File: config.mk
export PLATFORM = sky130hd
export DESIGN_NAME = hazard_ctrl_flat
export DESIGN_NICKNAME = d
export VERILOG_FILES = /design/src/rtl/hazard_ctrl_if.sv /design/src/rtl/hazard_ctrl.sv /design/src/flat_wrapper.sv
export SDC_FILE = /design/constraint.sdc
export NUM_CORES = 1
export LEC_CHECK = 0
export ABC_AREA = 1
export BUFFER_PORTS_ARGS = -buffer_cell sky130_fd_sc_hd__buf_4
export CAP_MARGIN = 10
export CORE_MARGIN = 2
export CORE_UTILIZATION = 50
export CTS_BUF_LIST = sky130_fd_sc_hd__clkbuf_8
export CTS_CLUSTER_SIZE = 20
export DETAILED_ROUTE_END_ITERATION = 12
export GPL_ROUTABILITY_DRIVEN = 0
export PLACE_DENSITY = 0.75
export SLEW_MARGIN = 20
export SYNTH_ARGS = -nofsm -noshare
export SYNTH_HDL_FRONTEND = slang
export SYNTH_SLANG_ARGS = --single-unit
File: constraint.sdc
create_clock -name clk -period 2.3 [get_ports clk]
set_input_delay 0.46 -clock clk [delete_from_list [all_inputs] [get_ports clk]]
set_output_delay 0.46 -clock clk [all_outputs]
set_load 0.02 [all_outputs]
File: src/rtl/hazard_ctrl_if.sv
// Pipeline-side bundle for the hazard controller: register ids, stage
// control bits, memory handshake in; stalls, flushes, forwards and counters out.
interface hazard_ctrl_if #(
  parameter int CNT_W = 32
);
  logic [4:0]       Rs1_D, Rs2_D;
  logic [4:0]       Rs1_E, Rs2_E, Rd_E;
  logic [1:0]       ResultSrc_E;
  logic [4:0]       Rd_M;
  logic             RegWrite_M;
  logic [4:0]       Rd_W;
  logic             RegWrite_W;
  logic             PCSrc_E;
  logic             MemReq_M;
  logic             MemReady_M;
  logic             Stall_F, Stall_D, Stall_E, Stall_M;
  logic             Flush_D, Flush_E, Flush_W;
  logic [1:0]       ForwardA_E, ForwardB_E;
  logic             MemErr;
  logic [CNT_W-1:0] StallCnt, FlushCnt;

  modport master (
    output Rs1_D, Rs2_D, Rs1_E, Rs2_E, Rd_E, ResultSrc_E, Rd_M, RegWrite_M,
           Rd_W, RegWrite_W, PCSrc_E, MemReq_M, MemReady_M,
    input  Stall_F, Stall_D, Stall_E, Stall_M, Flush_D, Flush_E, Flush_W,
           ForwardA_E, ForwardB_E, MemErr, StallCnt, FlushCnt
  );

  modport slave (
    input  Rs1_D, Rs2_D, Rs1_E, Rs2_E, Rd_E, ResultSrc_E, Rd_M, RegWrite_M,
           Rd_W, RegWrite_W, PCSrc_E, MemReq_M, MemReady_M,
    output Stall_F, Stall_D, Stall_E, Stall_M, Flush_D, Flush_E, Flush_W,
           ForwardA_E, ForwardB_E, MemErr, StallCnt, FlushCnt
  );
endinterface

File: src/rtl/hazard_ctrl.sv
// Stall/flush/forwarding controller for the five-stage pipeline, with a
// timeout-guarded memory-wait FSM and saturating stall/flush counters.
module hazard_ctrl #(
  parameter int MEM_TIMEOUT = 16,
  parameter int CNT_W       = 32
) (
  input  logic        clk,
  input  logic        rst_n,
  hazard_ctrl_if.slave hz
);

  typedef enum logic {RUN, WAIT} state_t;

  localparam logic [7:0] TIMEOUT_LAST = 8'(MEM_TIMEOUT - 1);

  state_t           state, next_state;
  logic [7:0]       wait_cnt, next_cnt;
  logic             timeout_hit, mem_wait, lw_stall;
  logic             stall_f, stall_d, stall_e, stall_m;
  logic             flush_d, flush_e, flush_w, mem_err;
  logic [CNT_W-1:0] stall_cnt, flush_cnt;

  function automatic logic [1:0] fwd_sel(input logic [4:0] rs,
                                         input logic wr_m, input logic [4:0] rd_m,
                                         input logic wr_w, input logic [4:0] rd_w);
    if (wr_m && rd_m != 5'd0 && rd_m == rs)      return 2'b10;
    else if (wr_w && rd_w != 5'd0 && rd_w == rs) return 2'b01;
    else                                          return 2'b00;
  endfunction

  assign hz.ForwardA_E = fwd_sel(hz.Rs1_E, hz.RegWrite_M, hz.Rd_M, hz.RegWrite_W, hz.Rd_W);
  assign hz.ForwardB_E = fwd_sel(hz.Rs2_E, hz.RegWrite_M, hz.Rd_M, hz.RegWrite_W, hz.Rd_W);

  assign lw_stall = (hz.ResultSrc_E == 2'b01) && (hz.Rd_E != 5'd0) &&
                    ((hz.Rd_E == hz.Rs1_D) || (hz.Rd_E == hz.Rs2_D));

  // Ready arriving on the last allowed cycle counts as success, not timeout.
  assign timeout_hit = (state == WAIT) && (wait_cnt == TIMEOUT_LAST) &&
                       hz.MemReq_M && !hz.MemReady_M;
  assign mem_wait    = hz.MemReq_M && !hz.MemReady_M && !timeout_hit;

  always_ff @(posedge clk or negedge rst_n) begin
    if (!rst_n) begin
      state    <= RUN;
      wait_cnt <= 8'd0;
    end else begin
      state    <= next_state;
      wait_cnt <= next_cnt;
    end
  end

  // wait_cnt counts stalled cycles already spent, so the entry cycle counts as one.
  always_comb begin
    next_state = state;
    next_cnt   = wait_cnt;
    case (state)
      RUN: begin
        if (mem_wait) begin
          next_state = WAIT;
          next_cnt   = 8'd1;
        end
      end
      WAIT: begin
        if (mem_wait) begin
          next_cnt = wait_cnt + 8'd1;
        end else begin
          next_state = RUN;
          next_cnt   = 8'd0;
        end
      end
      default: begin
        next_state = RUN;
        next_cnt   = 8'd0;
      end
    endcase
  end

  always_comb begin
    stall_f = 1'b0;
    stall_d = 1'b0;
    stall_e = 1'b0;
    stall_m = 1'b0;
    flush_d = 1'b0;
    flush_e = 1'b0;
    flush_w = 1'b0;
    mem_err = timeout_hit;
    if (mem_wait) begin
      stall_f = 1'b1;
      stall_d = 1'b1;
      stall_e = 1'b1;
      stall_m = 1'b1;
      flush_w = 1'b1;
    end else if (hz.PCSrc_E) begin
      flush_d = 1'b1;
      flush_e = 1'b1;
    end else if (lw_stall) begin
      stall_f = 1'b1;
      stall_d = 1'b1;
      flush_e = 1'b1;
    end
  end

  always_ff @(posedge clk or negedge rst_n) begin
    if (!rst_n) begin
      stall_cnt <= '0;
      flush_cnt <= '0;
    end else begin
      if (stall_f && stall_cnt != {CNT_W{1'b1}}) stall_cnt <= stall_cnt + 1'b1;
      if (flush_d && flush_cnt != {CNT_W{1'b1}}) flush_cnt <= flush_cnt + 1'b1;
    end
  end

  assign hz.Stall_F  = stall_f;
  assign hz.Stall_D  = stall_d;
  assign hz.Stall_E  = stall_e;
  assign hz.Stall_M  = stall_m;
  assign hz.Flush_D  = flush_d;
  assign hz.Flush_E  = flush_e;
  assign hz.Flush_W  = flush_w;
  assign hz.MemErr   = mem_err;
  assign hz.StallCnt = stall_cnt;
  assign hz.FlushCnt = flush_cnt;

endmodule

File: src/flat_wrapper.sv
// flat-port wrapper written by rule: the top's interface ports become plain ports
module hazard_ctrl_flat 
#(
  parameter int MEM_TIMEOUT = 16,
  parameter int CNT_W       = 32
)
  (clk, rst_n, hz_Rs1_D, hz_Rs2_D, hz_Rs1_E, hz_Rs2_E, hz_Rd_E, hz_ResultSrc_E, hz_Rd_M, hz_RegWrite_M, hz_Rd_W, hz_RegWrite_W, hz_PCSrc_E, hz_MemReq_M, hz_MemReady_M, hz_Stall_F, hz_Stall_D, hz_Stall_E, hz_Stall_M, hz_Flush_D, hz_Flush_E, hz_Flush_W, hz_ForwardA_E, hz_ForwardB_E, hz_MemErr, hz_StallCnt, hz_FlushCnt);
  hazard_ctrl_if #(.CNT_W(CNT_W)) hz_i ();
  input  logic clk;
  input  logic rst_n;
  input wire logic [$bits(hz_i.Rs1_D)-1:0] hz_Rs1_D;
  input wire logic [$bits(hz_i.Rs2_D)-1:0] hz_Rs2_D;
  input wire logic [$bits(hz_i.Rs1_E)-1:0] hz_Rs1_E;
  input wire logic [$bits(hz_i.Rs2_E)-1:0] hz_Rs2_E;
  input wire logic [$bits(hz_i.Rd_E)-1:0] hz_Rd_E;
  input wire logic [$bits(hz_i.ResultSrc_E)-1:0] hz_ResultSrc_E;
  input wire logic [$bits(hz_i.Rd_M)-1:0] hz_Rd_M;
  input wire logic [$bits(hz_i.RegWrite_M)-1:0] hz_RegWrite_M;
  input wire logic [$bits(hz_i.Rd_W)-1:0] hz_Rd_W;
  input wire logic [$bits(hz_i.RegWrite_W)-1:0] hz_RegWrite_W;
  input wire logic [$bits(hz_i.PCSrc_E)-1:0] hz_PCSrc_E;
  input wire logic [$bits(hz_i.MemReq_M)-1:0] hz_MemReq_M;
  input wire logic [$bits(hz_i.MemReady_M)-1:0] hz_MemReady_M;
  output wire logic [$bits(hz_i.Stall_F)-1:0] hz_Stall_F;
  output wire logic [$bits(hz_i.Stall_D)-1:0] hz_Stall_D;
  output wire logic [$bits(hz_i.Stall_E)-1:0] hz_Stall_E;
  output wire logic [$bits(hz_i.Stall_M)-1:0] hz_Stall_M;
  output wire logic [$bits(hz_i.Flush_D)-1:0] hz_Flush_D;
  output wire logic [$bits(hz_i.Flush_E)-1:0] hz_Flush_E;
  output wire logic [$bits(hz_i.Flush_W)-1:0] hz_Flush_W;
  output wire logic [$bits(hz_i.ForwardA_E)-1:0] hz_ForwardA_E;
  output wire logic [$bits(hz_i.ForwardB_E)-1:0] hz_ForwardB_E;
  output wire logic [$bits(hz_i.MemErr)-1:0] hz_MemErr;
  output wire logic [$bits(hz_i.StallCnt)-1:0] hz_StallCnt;
  output wire logic [$bits(hz_i.FlushCnt)-1:0] hz_FlushCnt;
  assign hz_i.Rs1_D = hz_Rs1_D;
  assign hz_i.Rs2_D = hz_Rs2_D;
  assign hz_i.Rs1_E = hz_Rs1_E;
  assign hz_i.Rs2_E = hz_Rs2_E;
  assign hz_i.Rd_E = hz_Rd_E;
  assign hz_i.ResultSrc_E = hz_ResultSrc_E;
  assign hz_i.Rd_M = hz_Rd_M;
  assign hz_i.RegWrite_M = hz_RegWrite_M;
  assign hz_i.Rd_W = hz_Rd_W;
  assign hz_i.RegWrite_W = hz_RegWrite_W;
  assign hz_i.PCSrc_E = hz_PCSrc_E;
  assign hz_i.MemReq_M = hz_MemReq_M;
  assign hz_i.MemReady_M = hz_MemReady_M;
  assign hz_Stall_F = hz_i.Stall_F;
  assign hz_Stall_D = hz_i.Stall_D;
  assign hz_Stall_E = hz_i.Stall_E;
  assign hz_Stall_M = hz_i.Stall_M;
  assign hz_Flush_D = hz_i.Flush_D;
  assign hz_Flush_E = hz_i.Flush_E;
  assign hz_Flush_W = hz_i.Flush_W;
  assign hz_ForwardA_E = hz_i.ForwardA_E;
  assign hz_ForwardB_E = hz_i.ForwardB_E;
  assign hz_MemErr = hz_i.MemErr;
  assign hz_StallCnt = hz_i.StallCnt;
  assign hz_FlushCnt = hz_i.FlushCnt;
  hazard_ctrl #(.MEM_TIMEOUT(MEM_TIMEOUT), .CNT_W(CNT_W)) u_core (.clk(clk), .rst_n(rst_n), .hz(hz_i));
endmodule
==> results.md <==
* Max VDD drop at 0.0003174 V
* # nets final at 945
* Worst-path clk slew at 80 ps
* CORE AREA at 10180 µm²
* Avg Vias per Cell at 5.020
* Final Hold Viols at 0
* CTS H-Tree Depth at 3
* LEAKAGE at 0.003288 µW
* Gr usage total at 24.84%
* Cell Rows at 37
* Final cell count without fillers at 1039
* Slew @ Worst Pin at 686.1 ps
* Hold crit path type: in -> async
* IO Port Bufs at 119
* Vias at 5216
* Flops & latches, synth at 73
* Cells after Synth at 773
* Routed Antenna Nets at 0
* Dpl hpwl at 10370 µm
* Max Clk Rate at 448.9 MHz
* WL final at 13300 µm
* Crit Path Max Fanout at 3
* DR pass1 iterations at 4
* Vias in the first global route at 4998
* Count of cell types in the netlist at 29
* Die X at 105.5 µm
* WP data required at 1840 ps
* Chip height at 105.5 µm
* Critical path arrival at 1770 ps
* IO Pins at 120
* Setup crit start: u_core.wait_cnt[0]
* Syn Area/Cell at 6.666 µm²
* Share of layout cells above drive strength 1 at 18.94%
* MaxCap Viol Count at 0
* Commonest non-fill, non-tap cell in the layout: nand2_1
* # setup viols final at 0
* Cell Area, Synth at 5152 µm²
* WP buf/inv at 2
* CTS tree: yes
* Sequential area share after synthesis at 35.45%
* Clk_skew at 13.02 ps
* Slowest cell on crit path: dfrtp_1
* WS Path Type: reg -> out
* CTS root buf: clkbuf_8
* Placed Cells at 1021
* CTS Buf Count at 9
* Overflow after GRT at 0
* WL/cell at 12.80 µm
* Area Overhead vs Synth at 24.60%
* Final Max Slew Viols at 0
* Syn_nets at 820
* Initial antenna violation count at 0
* Die Area at 11130 µm²
* Worst-Skew Late Latency at 370 ps
* # DRC at 0
* CTS Sinks at 73
* Most frequent cells in the layout: 280 x nand2_1, 130 x buf_4, 100 x inv_1
* Min Tclk post-route at 2228 ps
* Longest Clk Path Bufs at 2
* Max-slew headroom at 53.91%
* Final worst path period share at 96.85%
* # diodes at 0
* Largest net degree at the start of global routing at 43
* Worst setup EP type: output pin
* Pwr/cell area at 546.4 nW/µm²
* CP Cell Sequence: ha_2 -> nand3_2 -> nor2_4 -> a21oi_4 -> buf_4 -> nor2_4 -> buf_4
* Initial Utilization at 50.59%
* First-iteration detailed-routing DRC count at 244
* Reg2reg start: u_core.wait_cnt[0]
* Worst stage delay on the critical path at 370 ps
* Final hold slack at 82.97 ps
* Crit path launch type: flop
* Yosys warns at 0
* First-pass GRT wire length at 22530 µm
* Status: complete, no violations
* Top delay family on crit path: simple AND/OR/NAND/NOR gates
worst paths after layout:
| check | endpoint | slack, ps | cells after the start |
|---|---|---|---|
| max | hz_Flush_D | 70 | 7 |
| min | u_core.wait_cnt[7] | 80 | 1 |
| max reg2reg | u_core.hz.FlushCnt[8] | 280 | 9 |
| min reg2reg | u_core.wait_cnt[7] | 490 | 2 |
| max in group asynchronous | u_core.hz.FlushCnt[28] | 1660 | 2 |
| min in group clk | u_core.wait_cnt[7] | 490 | 2 |
state kept, by name (all words and copies together), names as in the netlist:
signal              count
u_core.hz.FlushCnt     32
u_core.hz.StallCnt     32
u_core.wait_cnt         8
u_core.state            1
stage by stage:
step	area, µm²	total power [µW]	worst slack [ps]	TNS [ps]	util [%]
floorplan	5152	2094	111.9	0	-
global placement	6186	2479	281.6	0	60.74
detailed placement	6186	2503	208.0	0	60.74
CTS	6409	3539	22.30	0	62.92
global route	6420	3708	-2.741	-2.741	63.03
finish	6420	3508	72.43	0	63.03
layout make-up:
| type | instances | area, µm² |
|---|---|---|
| tap | 136 | 170.2 |
| inverter | 102 | 382.9 |
| fill | 946 | 3765 |
| multi-input combinational | 581 | 2848 |
| clock inverter | 7 | 71.32 |
| sequential | 73 | 1828 |
| timing repair buffer | 131 | 996.0 |
| clock buffer | 9 | 123.9 |
worst reg2reg max path: cells and delay by family (launching register included):
kind,cells,cell delay (ps)
buffers and inverters,2,570
AO/OA/AOI/OAI,2,240
AND/OR/NAND/NOR,4,500
flip-flops,1,370
adder cells (fa/ha/maj),1,210
layer usage:
layer	global-route usage, %	wire length (µm)
met5	0	0
met4	9.774	313
met3	4.515	569
met2	43.32	6666
met1	30.38	5752
synth_stat cells:
library cell	n	area (µm²)
dfrtp_1	73	1827
nor2_2	2	12.51
a21oi_1	2	10.01
nand3_1	63	315.3
nand2_1	281	1055
nor2_4	4	45.04
a21oi_4	1	16.27
clkbuf_1	1	3.750
inv_1	99	371.6
nand2_4	1	11.26
xnor2_1	28	245.2
or2_2	1	6.260
nand2_2	3	18.77
a32o_1	2	20.02
nand4_1	8	50.05
xor2_1	35	306.5
a31oi_1	1	6.260
buf_2	7	35.03
nor3_1	29	145.1
nand3_2	4	40.04
nor2_1	80	300.3
nand3b_1	5	37.54
buf_6	3	33.78
o21ai_0	23	115.1
ha_1	3	37.54
buf_4	6	45.04
inv_2	3	11.26
o22ai_1	2	12.51
nor4_1	3	18.77
timing repair:
action / in CTS / in global routing
endpoints found under the hold margin: 0 / 0
gates resized for setup: 3 / 4
endpoints found under the setup margin: 2 / 2
pin swaps: 1 / 1
hold buffers: 0 / 0
buffers inserted: 2 / 0
logic make-up after synthesis:
kind of cell,Yosys count,synth area share [%]
simple gates,484,39.90
buf+inv,119,9.713
flops,73,35.45
xor+xnor,63,10.71
compound gates,31,3.497
fa+ha+maj,3,0.7286
power by group:
part	internal (µW)	switching (µW)	total, µW	leakage, µW
sequential	1400	173	1580	0.000989
combinational	386	519	905	0.00220
clock	500	526	1030	0.0000970
Power figures use the tool's default switching activity.
